## config.mk

```make
export PLATFORM = sky130hd
export DESIGN_NAME = regdump_ctrl
export DESIGN_NICKNAME = d
export VERILOG_FILES = /design/src/rtl/regdump_pkg.sv /design/src/rtl/regdump_ctrl.sv
export SDC_FILE = /design/constraint.sdc
export NUM_CORES = 1
export LEC_CHECK = 0
export CORE_ASPECT_RATIO = 2
export CORE_MARGIN = 3
export CORE_UTILIZATION = 49
export CTS_CLUSTER_SIZE = 16
export DETAILED_ROUTE_END_ITERATION = 8
export PLACE_DENSITY = 0.86
export SLEW_MARGIN = 10
export SYNTH_ARGS = -nofsm -noshare
export SYNTH_HDL_FRONTEND = slang
export SYNTH_SLANG_ARGS = --single-unit
```

## constraint.sdc

```tcl
create_clock -name clk -period 4.56 [get_ports clk]
set_clock_uncertainty 0.05 [all_clocks]
set_input_delay 0.456 -clock clk [delete_from_list [all_inputs] [get_ports clk]]
set_output_delay 0.456 -clock clk [all_outputs]
set_load 0.01 [all_outputs]
```

## src/rtl/regdump_pkg.sv

```systemverilog
// Shared types and constants for the register-dump debug sequencer.
package regdump_pkg;

  localparam int unsigned REG_ADR_W         = 5;
  localparam int unsigned XLEN              = 32;
  localparam int unsigned CNT_W             = 4;
  localparam int unsigned SETTLE_CYCLES_DEF = 4;
  localparam int unsigned READ_LAT_DEF      = 2;

  typedef enum logic [2:0] {
    IDLE,
    SETTLE,
    WAIT,
    OUT,
    DONE
  } regdump_state_t;

endpackage

```

## src/rtl/regdump_ctrl.sv

```systemverilog
// Debug-port sequencer: freezes the core, walks a register range through
// debug_input and streams (address, data) beats on a valid/ready port.
module regdump_ctrl
  import regdump_pkg::*;
#(
  parameter int unsigned SETTLE_CYCLES = SETTLE_CYCLES_DEF,
  parameter int unsigned READ_LAT      = READ_LAT_DEF
) (
  input  logic                 clk,
  input  logic                 Rst,
  input  logic                 start,
  input  logic                 abort,
  input  logic [REG_ADR_W-1:0] first_reg,
  input  logic [REG_ADR_W-1:0] last_reg,
  output logic                 busy,
  output logic                 done,
  output logic                 core_debug,
  output logic [REG_ADR_W-1:0] core_debug_input,
  input  logic [XLEN-1:0]      core_debug_output,
  output logic                 dump_valid,
  input  logic                 dump_ready,
  output logic [REG_ADR_W-1:0] dump_addr,
  output logic [XLEN-1:0]      dump_data
);

  localparam logic [CNT_W-1:0] SETTLE_LD = CNT_W'(SETTLE_CYCLES - 1);
  localparam logic [CNT_W-1:0] LAT_LD    = CNT_W'(READ_LAT - 1);

  regdump_state_t       state_q, state_d;
  logic [CNT_W-1:0]     cnt_q, cnt_d;
  logic [REG_ADR_W-1:0] cur_addr_q, cur_addr_d;
  logic [REG_ADR_W-1:0] end_addr_q, end_addr_d;
  logic [REG_ADR_W-1:0] dump_addr_q, dump_addr_d;
  logic [XLEN-1:0]      dump_data_q, dump_data_d;
  logic                 busy_q, done_q, dbg_q, valid_q;
  logic [REG_ADR_W-1:0] dbg_in_q;
  logic                 hs;

  assign hs = valid_q & dump_ready;

  // Next-state logic; the delay counter is reloaded on every SETTLE/WAIT entry.
  always_comb begin
    state_d     = state_q;
    cnt_d       = cnt_q;
    cur_addr_d  = cur_addr_q;
    end_addr_d  = end_addr_q;
    dump_addr_d = dump_addr_q;
    dump_data_d = dump_data_q;
    unique case (state_q)
      IDLE: begin
        if (start && !abort) begin
          cur_addr_d = first_reg;
          end_addr_d = last_reg;
          cnt_d      = SETTLE_LD;
          state_d    = SETTLE;
        end
      end
      SETTLE: begin
        if (abort) begin
          state_d = IDLE;
        end else if (cnt_q == '0) begin
          cnt_d   = LAT_LD;
          state_d = WAIT;
        end else begin
          cnt_d = cnt_q - CNT_W'(1);
        end
      end
      WAIT: begin
        if (abort) begin
          state_d = IDLE;
        end else if (cnt_q == '0) begin
          dump_data_d = core_debug_output;
          dump_addr_d = cur_addr_q;
          state_d     = OUT;
        end else begin
          cnt_d = cnt_q - CNT_W'(1);
        end
      end
      OUT: begin
        // A beat handshaken alongside abort still counts as transferred.
        if (hs) begin
          if (cur_addr_q == end_addr_q) begin
            state_d = DONE;
          end else begin
            cur_addr_d = cur_addr_q + REG_ADR_W'(1);
            cnt_d      = LAT_LD;
            state_d    = WAIT;
          end
        end
        if (abort) state_d = IDLE;
      end
      DONE:    state_d = IDLE;
      default: state_d = IDLE;
    endcase
  end

  // State, counters and datapath registers.
  always_ff @(posedge clk or negedge Rst) begin
    if (!Rst) begin
      state_q     <= IDLE;
      cnt_q       <= '0;
      cur_addr_q  <= '0;
      end_addr_q  <= '0;
      dump_addr_q <= '0;
      dump_data_q <= '0;
    end else begin
      state_q     <= state_d;
      cnt_q       <= cnt_d;
      cur_addr_q  <= cur_addr_d;
      end_addr_q  <= end_addr_d;
      dump_addr_q <= dump_addr_d;
      dump_data_q <= dump_data_d;
    end
  end

  // Outputs decoded from the next state and registered, so they line up with state_q.
  always_ff @(posedge clk or negedge Rst) begin
    if (!Rst) begin
      busy_q   <= 1'b0;
      done_q   <= 1'b0;
      dbg_q    <= 1'b0;
      valid_q  <= 1'b0;
      dbg_in_q <= '0;
    end else begin
      busy_q   <= (state_d != IDLE);
      done_q   <= (state_d == DONE);
      dbg_q    <= (state_d == SETTLE) || (state_d == WAIT) || (state_d == OUT);
      valid_q  <= (state_d == OUT);
      dbg_in_q <= cur_addr_d;
    end
  end

  assign busy             = busy_q;
  assign done             = done_q;
  assign core_debug       = dbg_q;
  assign core_debug_input = dbg_in_q;
  assign dump_valid       = valid_q;
  assign dump_addr        = dump_addr_q;
  assign dump_data        = dump_data_q;

endmodule

```

==> metrics <==
global-route wire length before repair ~10 mm; worst-case clock buffer depth 2; Initial Utilization 0.512; total CTS buffers 9; reg2reg path depth 6; Die Ht 111 um; CP max FO 37; Slowest cell on crit path buf_4; Slew HR 0.518; main combinational cell family by area after synthesis multiplexers; startpoint type of the worst setup path flop; Overflow after GRT 0; TNS Setup 0 ns; worst hold slack approximately 0.21 ns; Mapped Nets 250; Seq/Total Area, Yosys 0.542; Pre-antenna DRT Iters 4; internal power around 0.96 mW; vias in the first global route 1949; Setup CP Type flop to flop; initial antenna violation count 0; Leakage 1.66 nW; Slew @ Worst Pin 0.723 ns; detailed router's first-iteration violation count 105; Comb pwr share 0.228; via count 1954; port bufs 92; main area contributors after synthesis dfrtp_1, mux2_4, mux2_2, xor2_1, o21ai_0; final RePlAce weighted congestion 0.847; CTS tree yes; max frequency 406 MHz; # IOs between 90 and 100; Flop pwr share 0.474; maximum VDD drop 0.263 mV; largest net degree at the start of global routing 59; Cell Rows 37; DRC Markers 0; post-CTS setup buffers 0; layout cells sized above 1 0.206; synth warn 0; Pins Over Slew Limit 0; NumNets Final ~350; final setup vio count 0; setup slack after layout between 2 and 2.5 ns; Core ar. ~0.0052 sq mm; Clock power frac 0.298; Min Clock Period, post-route 2.46 ns; unrepaired setup endpoints after global routing no; Clock Tree Root clkbuf_8; Gate Count Post-Synth 200; Distinct cells, synth 39; Critical R2R Capture dump_data[3]; total wire length after detailed routing 6.09 mm; CP Buf/Inv Count 2; Ant. Diodes 0; Die X 58.3 um; syn_area_per_cell 13.4 sq um; Area growth syn-to-layout 41.4%; arrival time worst endpoint 2.62 ns; worst-path cell chain inv_1 -> ha_1 -> or3b_1 -> nor4_4 -> buf_4 -> mux2_2; Synth Area in Simple Gates 0.0893; clock slew at reported path FFs 0.06 ns; total of max-cap violations 0; clock latency on the worst-skew pair 0.33 ns; WL/cell 17.0 um; Setup crit end kind flop; crit-path max cell delay ~0.57 ns; post-synthesis xor/xnor area fraction 0.0164; placed cell count 343; Largest delay share family, worst path buffers and inverters; multiplexer share of the synthesized area 0.230; flop2flop setup slack between 2 and 2.5 ns; placed wire-length estimate 4.43 mm; pre-CTS setup slack 2.01 ns; area share of the largest cell type after synthesis 0.542; die area 0.00644 sq mm; Layout Cells excl Fill 359; switching part of the total 0.284; status finished clean; adder-cell share of the synthesized area 0.0140; GRT Total Usage 0.205; Yosys reg bits 58; final number of hold-violating endpoints 0; CTS H-tree lvls 3; DR vias/cell 5.44; Final ANT Viol Nets 0; Post-CTS Resized 0; Net Sw Power 0.379 mW; pwr dens 353 mW/mm^2; # clock sinks 58; area leader, netlist dfrtp_1; post-synthesis compound-gate area fraction 0.0757; Hold Buf Count CTS 0; final worst path period share 0.540; Post-Syn Area 0.00268 sq mm; worst hold path type input pin to async pin; Crit Reg-Reg Startpoint cnt_q[0]; Critical Path RT around 4.7 ns
stage by stage:
step,power [mW],util,cell area (sq um)
after floorplan,0.784,-,2680
after global placement,0.934,0.692,3620
after detailed placement,0.946,0.692,3620
after CTS,1.35,0.724,3780
after global routing,1.41,0.724,3780
final,1.34,0.724,3780
flip-flops by register name, summed over array words and instances, names as in the netlist:
| name | flops |
|---|---|
| dump_data | 32 |
| core_debug_input | 5 |
| dump_addr | 5 |
| end_addr_q | 5 |
| cnt_q | 4 |
| state_q | 3 |
| busy | 1 |
| core_debug | 1 |
| done | 1 |
| dump_valid | 1 |
cell families after synthesis:
family          after synthesis
compound gates               31
xor+xnor                      5
fa+ha+maj                     3
buf+inv                      16
flops                        58
mux                          45
simple gates                 42
final cells by class:
cell class	instances	area (sq um)
Sequential cell	58	1450
Inverter	7	26.3
Timing Repair Buffer	94	931
Multi-Input combinational cell	126	1140
Tap cell	58	72.6
Clock buffer	13	149
Fill cell	356	1450
Clock inverter	3	15.0
cells in the mapped netlist, drive strengths merged:
cell     count
and2         5
o21a         1
o32a         1
or3          1
or3b         1
o2111ai      1
buf          6
dfrtp       58
inv          7
a31oi        2
or2          1
xor2         5
a221oi       1
nand3        4
nor4         5
a211oi       1
nand3b       1
mux2        43
o22ai        2
nand2        9
a22oi        1
nor3         3
and3b        1
nand2b       3
nor2b        1
clkbuf       3
o311ai       1
mux2i        2
o21ai        8
ha           3
a31o         1
a21oi        6
o211a        1
o211ai       4
nor2         6
nor3b        1
power groups by stage:
stage               sequential (mW)  clock [mW]  combinational, mW
detailed placement            0.642           0              0.304
finish                        0.633       0.398              0.304
CTS                           0.633       0.410              0.308
global placement              0.638           0              0.296
floorplan                     0.645           0              0.139
global route                  0.641       0.436              0.332
metal layers:
layer  track usage  part of all wire  vias to the layer above
li1              -                 -                      915
met1         0.247              0.39                      947
met2         0.328              0.53                       79
met3        0.0596             0.058                       13
met4        0.0944             0.023                        0
met5             0                 0                        -
layout by cell type, fill, tap and decap left out, types with 3 or more instances in the layout:
cell	netlist	final
mux2_4	30	30
o211ai_1	4	4
clkbuf_8	0	10
a21oi_1	6	6
nor4_1	4	4
nand2_1	9	9
nand3_1	4	4
mux2_2	13	13
clkdlybuf4s50_1	0	91
nand2b_1	3	3
o21ai_0	8	8
inv_1	7	7
and2_1	5	5
clkinv_2	0	3
ha_1	3	3
nor2_1	6	6
clkbuf_1	3	3
dfrtp_1	58	58
xor2_1	5	5
nor3_1	3	3
how the worst max path moves through the flow:
stage / start / to / slack (ns) / depth (start not counted)
2_1_floorplan: cnt_q[0] / dump_addr[0] / 2.34 / 7
3_3_place_gp: abort / core_debug_input[0] / 2.05 / 6
3_5_place_dp: abort / core_debug_input[0] / 2.01 / 6
4_1_cts: cnt_q[0] / dump_data[3] / 2.09 / 6
5_1_grt: cnt_q[0] / dump_data[3] / 1.99 / 6
6_report: cnt_q[0] / dump_data[3] / 2.10 / 6
Note: power is estimated with default switching activity, not from simulation.
